`config.mk`:
```
export PLATFORM = sky130hd
export DESIGN_NAME = i2s_adc_capture
export DESIGN_NICKNAME = d
export VERILOG_FILES = /design/src/rtl/i2s_adc_capture.sv
export SDC_FILE = /design/constraint.sdc
export NUM_CORES = 1
export LEC_CHECK = 0
export CAP_MARGIN = 20
export CORE_UTILIZATION = 51
export DETAILED_ROUTE_END_ITERATION = 10
export GPL_TIMING_DRIVEN = 0
export PLACE_DENSITY = 0.79
export SETUP_SLACK_MARGIN = 0.5
export SYNTH_ARGS = -nofsm -noshare
export SYNTH_HDL_FRONTEND = slang
export SYNTH_SLANG_ARGS = --single-unit
```
`constraint.sdc`:
```
create_clock -name clk -period 3 [get_ports clk]
set_clock_uncertainty 0.1 [all_clocks]
set_input_delay 0.6 -clock clk [delete_from_list [all_inputs] [get_ports clk]]
set_output_delay 0.6 -clock clk [all_outputs]
set_load 0.05 [all_outputs]
```
`src/rtl/i2s_adc_capture.sv`:
```
// I2S ADC capture: synchronizes the codec serial stream into clk and deserializes
// DATA_W-bit samples onto a valid/ready port. Define STEREO_EN to capture both channels.
module i2s_adc_capture #(
    parameter int DATA_W      = 16,
    parameter int SYNC_STAGES = 2
) (
    input  logic              clk,
    input  logic              reset,
    input  logic              init_done,
    input  logic              rec_en,
    input  logic              aud_bclk,
    input  logic              aud_adclrck,
    input  logic              aud_adcdat,
    output logic [DATA_W-1:0] sample_data,
    output logic              sample_valid,
    input  logic              sample_ready,
    output logic              sample_chan,
    output logic              overflow,
    output logic              busy
);
    // state     | meaning
    // IDLE      | waiting for init_done and rec_en
    // ALIGN     | waiting for the first word-start LRCK edge
    // SHIFT     | shifting data bits of the current word
    // WAIT_EDGE | word done, ignoring bits until the next word start

    localparam int CNT_W  = $clog2(DATA_W) + 1;
    localparam int SYNC_N = (SYNC_STAGES < 2) ? 2 : SYNC_STAGES;

    typedef enum logic [1:0] {IDLE, ALIGN, SHIFT, WAIT_EDGE} state_t;

    state_t            state;
    logic [SYNC_N-1:0] bclk_sync;
    logic [SYNC_N-1:0] lrck_sync;
    logic [SYNC_N-1:0] dat_sync;
    logic              bclk_prev;
    logic              lrck_prev;
    logic              rec_en_prev;
    logic [CNT_W-1:0]  bit_cnt;
    logic [DATA_W-1:0] shift;
    logic              cur_chan;

    logic              bclk_s;
    logic              lrck_s;
    logic              dat_s;
    logic              bclk_rise;
    logic              lrck_edge;
    logic              word_start;
    logic              start_chan;
    logic              enabled;
    logic              last_bit;
    logic              word_done;
    logic [DATA_W-1:0] word;

    assign bclk_s    = bclk_sync[SYNC_N-1];
    assign lrck_s    = lrck_sync[SYNC_N-1];
    assign dat_s     = dat_sync[SYNC_N-1];
    assign bclk_rise = bclk_s & ~bclk_prev;
    assign lrck_edge = bclk_rise & (lrck_s ^ lrck_prev);
    assign enabled   = init_done & rec_en;
    assign last_bit  = (bit_cnt == CNT_W'(DATA_W - 1));
    assign word_done = enabled & (state == SHIFT) & bclk_rise & last_bit;
    assign word      = {shift[DATA_W-2:0], dat_s};

`ifdef STEREO_EN
    assign word_start = lrck_edge;
    assign start_chan = lrck_s;
`else
    assign word_start = lrck_edge & ~lrck_s;
    assign start_chan = 1'b0;
`endif

    always_ff @(posedge clk or negedge reset) begin
        if (!reset) begin
            bclk_sync <= '0;
            lrck_sync <= '0;
            dat_sync  <= '0;
            bclk_prev <= 1'b0;
        end else begin
            bclk_sync <= {bclk_sync[SYNC_N-2:0], aud_bclk};
            lrck_sync <= {lrck_sync[SYNC_N-2:0], aud_adclrck};
            dat_sync  <= {dat_sync[SYNC_N-2:0], aud_adcdat};
            bclk_prev <= bclk_s;
        end
    end

    always_ff @(posedge clk or negedge reset) begin
        if (!reset) begin
            state     <= IDLE;
            busy      <= 1'b0;
            bit_cnt   <= '0;
            shift     <= '0;
            cur_chan  <= 1'b0;
            lrck_prev <= 1'b0;
        end else begin
            if (bclk_rise)
                lrck_prev <= lrck_s;
            if (!enabled) begin
                state   <= IDLE;
                busy    <= 1'b0;
                bit_cnt <= '0;
                shift   <= '0;
            end else begin
                case (state)
                    IDLE: begin
                        state <= ALIGN;
                        busy  <= 1'b1;
                    end
                    ALIGN: begin
                        // The start edge is the I2S delay slot; no data on it.
                        if (word_start) begin
                            bit_cnt  <= '0;
                            shift    <= '0;
                            cur_chan <= start_chan;
                            state    <= SHIFT;
                        end
                    end
                    SHIFT: begin
                        if (bclk_rise) begin
                            if (last_bit) begin
                                // Completion wins over a coincident LRCK edge (16-bit slots).
                                bit_cnt <= '0;
                                shift   <= word;
                                if (word_start)
                                    cur_chan <= start_chan;
                                else
                                    state <= WAIT_EDGE;
                            end else if (lrck_edge) begin
                                bit_cnt <= '0;
                                shift   <= '0;
                                if (word_start)
                                    cur_chan <= start_chan;
                                else
                                    state <= WAIT_EDGE;
                            end else begin
                                shift   <= word;
                                bit_cnt <= bit_cnt + CNT_W'(1);
                            end
                        end
                    end
                    WAIT_EDGE: begin
                        if (word_start) begin
                            bit_cnt  <= '0;
                            shift    <= '0;
                            cur_chan <= start_chan;
                            state    <= SHIFT;
                        end
                    end
                    default: begin
                        state <= IDLE;
                        busy  <= 1'b0;
                    end
                endcase
            end
        end
    end

    always_ff @(posedge clk or negedge reset) begin
        if (!reset) begin
            sample_data  <= '0;
            sample_valid <= 1'b0;
            sample_chan  <= 1'b0;
            overflow     <= 1'b0;
            rec_en_prev  <= 1'b0;
        end else begin
            rec_en_prev <= rec_en;
            if (word_done) begin
                if (!sample_valid || sample_ready) begin
                    sample_data  <= word;
                    sample_chan  <= cur_chan;
                    sample_valid <= 1'b1;
                end else begin
                    overflow <= 1'b1;
                end
            end else if (sample_valid && sample_ready) begin
                sample_valid <= 1'b0;
            end
            if (rec_en_prev && !rec_en)
                overflow <= 1'b0;
        end
    end

endmodule

```
* Yosys cells after proc, flatten, opt, wreduce, memory -nomap -nowiden
Index checks and enable logic that the tools add are counted.
Operators by class: equal/unequal tests 13, bitwise gates (word level) 10, reduce and logical (&&, ||, !) cells 16, muxes and demuxes 32, add/sub/neg operators 1
Operators with widths (number):
- 15-bit 2-to-1 mux | 5
- 15-bit one-hot mux with 2 select lines | 1
- 5-bit 2-to-1 mux | 5
- 1-bit 2-to-1 mux | 12
- 2-bit 2-to-1 mux | 6
- 5-bit one-hot mux with 2 select lines | 1
- 3-bit inequality test, second input constant | 3
- 1-bit bitwise AND | 7
- 2-bit by 1-bit inequality test with 1-bit output, second input constant | 3
- 2-bit one-hot mux with 3 select lines | 1
- 2-bit AND reduction | 3
- 3-bit AND reduction | 2
- 2-bit nonzero test | 3
- 5-bit by 1-bit adder with 5-bit output, second input constant | 1
- 5-bit by 4-bit equality test with 1-bit output, second input constant | 1
- 2-bit equality test, second input constant | 2
- 4-bit inequality test, second input constant | 1
- 4-bit AND reduction | 1
- 3-bit by 2-bit inequality test with 1-bit output, second input constant | 1
- 2-bit by 1-bit equality test with 1-bit output, second input constant | 1
- 1-bit logical AND | 2
- 1-bit zero test | 2
- 2-bit zero test | 1
- 2-bit inequality test, second input constant | 1
- 5 further kinds | 6
Word-level totals: output and inout bits 20, input bits 8, bits in registers 52, logic and storage cells 87

* Logic depth before layout (Yosys ltp)
word-level depth 10, gate-level depth with buffers 8, mapped depth without buffers 7

* Least setup slack after synthesis
No wires, ideal clock.
kind reg-to-reg, start point register bit_cnt[0], end point register bit_cnt[3], required time 2.818 ns, arrival time 1.910 ns, cell stages (with the launch flop) 9, setup slack 0.908 ns, path through dfrtp_1 > ha_1 > and3_1 > ha_1 > buf_6 > or3b_4 > nor3_4 > a41oi_1 > a31oi_1
On the way: longest elaborated chain between the ends 6
RTL lines:
- from (decl) | RTL line 39 | logic [CNT_W-1:0] bit_cnt;
- from (signal assigned) | RTL line 137 | bit_cnt <= bit_cnt + CNT_W'(1);
- 5-bit by 1-bit adder with 5-bit output | RTL line 137
- 5-bit 2-to-1 mux | RTL line 128 | end else if (lrck_edge) begin
- 5-bit 2-to-1 mux * | RTL line 120 | if (last_bit) begin
- 5-bit 2-to-1 mux * | RTL line 119 | if (bclk_rise) begin
- 5-bit one-hot mux with 2 select lines * | RTL line 104 | case (state)
- 5-bit 2-to-1 mux * | RTL line 98 | if (!enabled) begin
Every way passes the cells marked *; elsewhere a longest branch is shown, timed or not. The select of a mux whose other input is x is not followed. A chain may end at the register's enable or synchronous reset.

* Final worst setup path
Same ends and word-level chain as after synthesis.

==> flow_summary.json <==
{
  "synthCells": 137,
  "synth-edff-count": 0,
  "drive_above_1_share": 0.250,
  "vias_per_cell": 5.43,
  "row_count": 22,
  "grt_overflow": 0,
  "min_path_type": "primary input to asynchronous set/reset pin",
  "grt_pass1_wl_mm": 6.14,
  "grt_max_degree": 43,
  "drt_iter0_markers": 53,
  "die-area_um2": 4270,
  "fmax_mhz": 436,
  "r2r_cells": 8,
  "critPathMostFrequentCell": "ha_1",
  "ys_ff_latch": 50,
  "wl_mm": 3.37,
  "holdWs_ns": 0.0312,
  "path_clk_slew_ns": 0.10,
  "power_leakage_nw": 1.18,
  "critPathLaunchType": "flop",
  "layout.cells.most_common_list": "dfrtp_1 (50), clkdlybuf4s50_1 (25), a22o_1 (16)",
  "synthFlopType": "dfrtp_1",
  "slew_headroom": 0.664,
  "ant_nets": 0,
  "io_buffer_count": 26,
  "rr_startpoint": "bit_cnt[0]",
  "grt_use_total": 0.193,
  "finalHoldViolCount": 0,
  "ir_worst_vdd_v": 0.000295,
  "path_cells": "ha_1, and3_1, ha_1, buf_6, or3b_4, nor3_4, a41oi_1, a31oi_1",
  "dr_total_vias": 1195,
  "io_pins": 28,
  "p_total_w": 0.00114,
  "final_common_cell": "dfrtp_1",
  "worst_slew_pin_slew_ns": 0.502,
  "cts_setup_buffers": 0,
  "syn-num-nets": 147,
  "rrSetupSlack_ns": 0.71,
  "core_um2": 3740,
  "crit_type": "flop to flop",
  "drt_pre_antenna_iters": 4,
  "outcome": "finished, final reports clean",
  "htree_levels": 2,
  "crit_end": "bit_cnt[3]",
  "cts_root_buffer": "clkbuf_8",
  "post_cts_resized": 0,
  "path_depth": 8,
  "endpoint_kind": "flop",
  "synth_seq_area_share": 0.612,
  "numCtsBuffers": 5,
  "max_stage_delay_ns": 0.43,
  "die_height_um": 65.3,
  "grt_antenna_before_repair": 0,
  "slew_violations": 0,
  "dp_cells": 212,
  "cts_buffer_depth": 2,
  "synth.distinct_cells": 33,
  "period_minus_slack_ns": 2.29,
  "cts_tree": "yes",
  "finalSetupViolations": 0,
  "synthToLayoutAreaGrowth_pct": 20.8,
  "antenna_cells": 0,
  "cp_max_fo": 8,
  "stdcell_count": 220,
  "ys_warn_count": 0,
  "avgSynthCellArea_um2": 14.9,
  "die_w_um": 65.3,
  "post-route-period-util": 0.764,
  "critical_path.slowest_cell": "dfrtp_1",
  "nets": 181,
  "insertion_delay_ns": 0.30,
  "r2r-end": "bit_cnt[3]",
  "postCtsHoldBufs": 0,
  "synth_area_um2": 2040,
  "cp.required_ns": 3.12,
  "maxCapViolations": 0,
  "wl_per_cell_um": 15.3,
  "crit_path_start": "bit_cnt[0]",
  "power.density_nw_per_um2": 461,
  "dpl.hpwl_mm": 2.35,
  "clock_sinks": 50,
  "critical-path-top-delay-family": "simple AND/OR/NAND/NOR gates",
  "start_util": 0.546,
  "critPathBufInv": 1,
  "worstPathArrival_ns": 2.42,
  "place_congestion": 0.710,
  "async_reset_ff_frac": 1.00,
  "drcViolationCount": 0,
  "rsz0062_at_grt": "no",
  "grt_pass1_vias": 1321
}
## Yosys cell counts (3+ instances only)
library cell | instances | area, um2
nor2_1 | 6 | 22.5
mux2_2 | 8 | 90.1
dfrtp_1 | 50 | 1250
a22o_1 | 16 | 140
a21oi_1 | 3 | 15.0
inv_1 | 4 | 15.0
buf_4 | 3 | 22.5
mux2_4 | 10 | 150
nand2_1 | 7 | 26.3
## stage by stage
stage	utilization	setup slack (ns)	area [um2]	TNS [ns]
final	0.660	0.708	2470	0
after detailed placement	0.636	0.592	2380	0
after floorplan	-	0.908	2040	0
after global placement	0.632	-0.00672	2360	-0.211
after global routing	0.660	0.588	2470	0
after CTS	0.660	0.705	2470	0
## report_power, final
part           switching, W  internal (W)
Sequential       0.00000825      0.000682
Combinational     0.0000401     0.0000234
Clock              0.000221      0.000164
## sequential cells by signal (all words and copies together) (netlist names)
register,flops
bit_cnt,5
lrck_sync,2
sample_data,16
sample_valid,1
busy,1
dat_sync,2
bclk_prev,1
overflow,1
bclk_sync,2
rec_en_prev,1
shift,15
lrck_prev,1
state,2
## layout make-up
| cell class | instances | area [um2] |
|---|---|---|
| Inverter | 4 | 15.0 |
| Multi-Input combinational cell | 78 | 733 |
| Clock inverter | 3 | 21.3 |
| Fill cell | 286 | 1270 |
| Buffer | 5 | 45.0 |
| Tap cell | 48 | 60.1 |
| Timing Repair Buffer | 27 | 275 |
| Sequential cell | 50 | 1250 |
| Clock buffer | 5 | 68.8 |
## worst min-delay path by stage
stage	end
after floorplan	bclk_prev
after global routing	sample_data[9]
after detailed placement	lrck_sync[1]
after global placement	bclk_sync[1]
final	sample_data[7]
after CTS	sample_data[7]
## logic make-up after synthesis
group	Yosys count	share of synthesized area
simple gates	27	0.0949
fa+ha+maj	2	0.0122
buf+inv	9	0.0294
compound gates	29	0.124
other cells	1	0.00183
flops	50	0.612
mux	18	0.118
xor+xnor	1	0.00796
## layer usage
layer,vias to the layer above,wire [um],track usage
met5,-,0,0
met4,0,60,0.0815
met3,7,112,0.0434
met2,27,1630,0.316
met1,604,1560,0.246
li1,557,-,-
No activity file was read; power rests on OpenSTA's default activity.
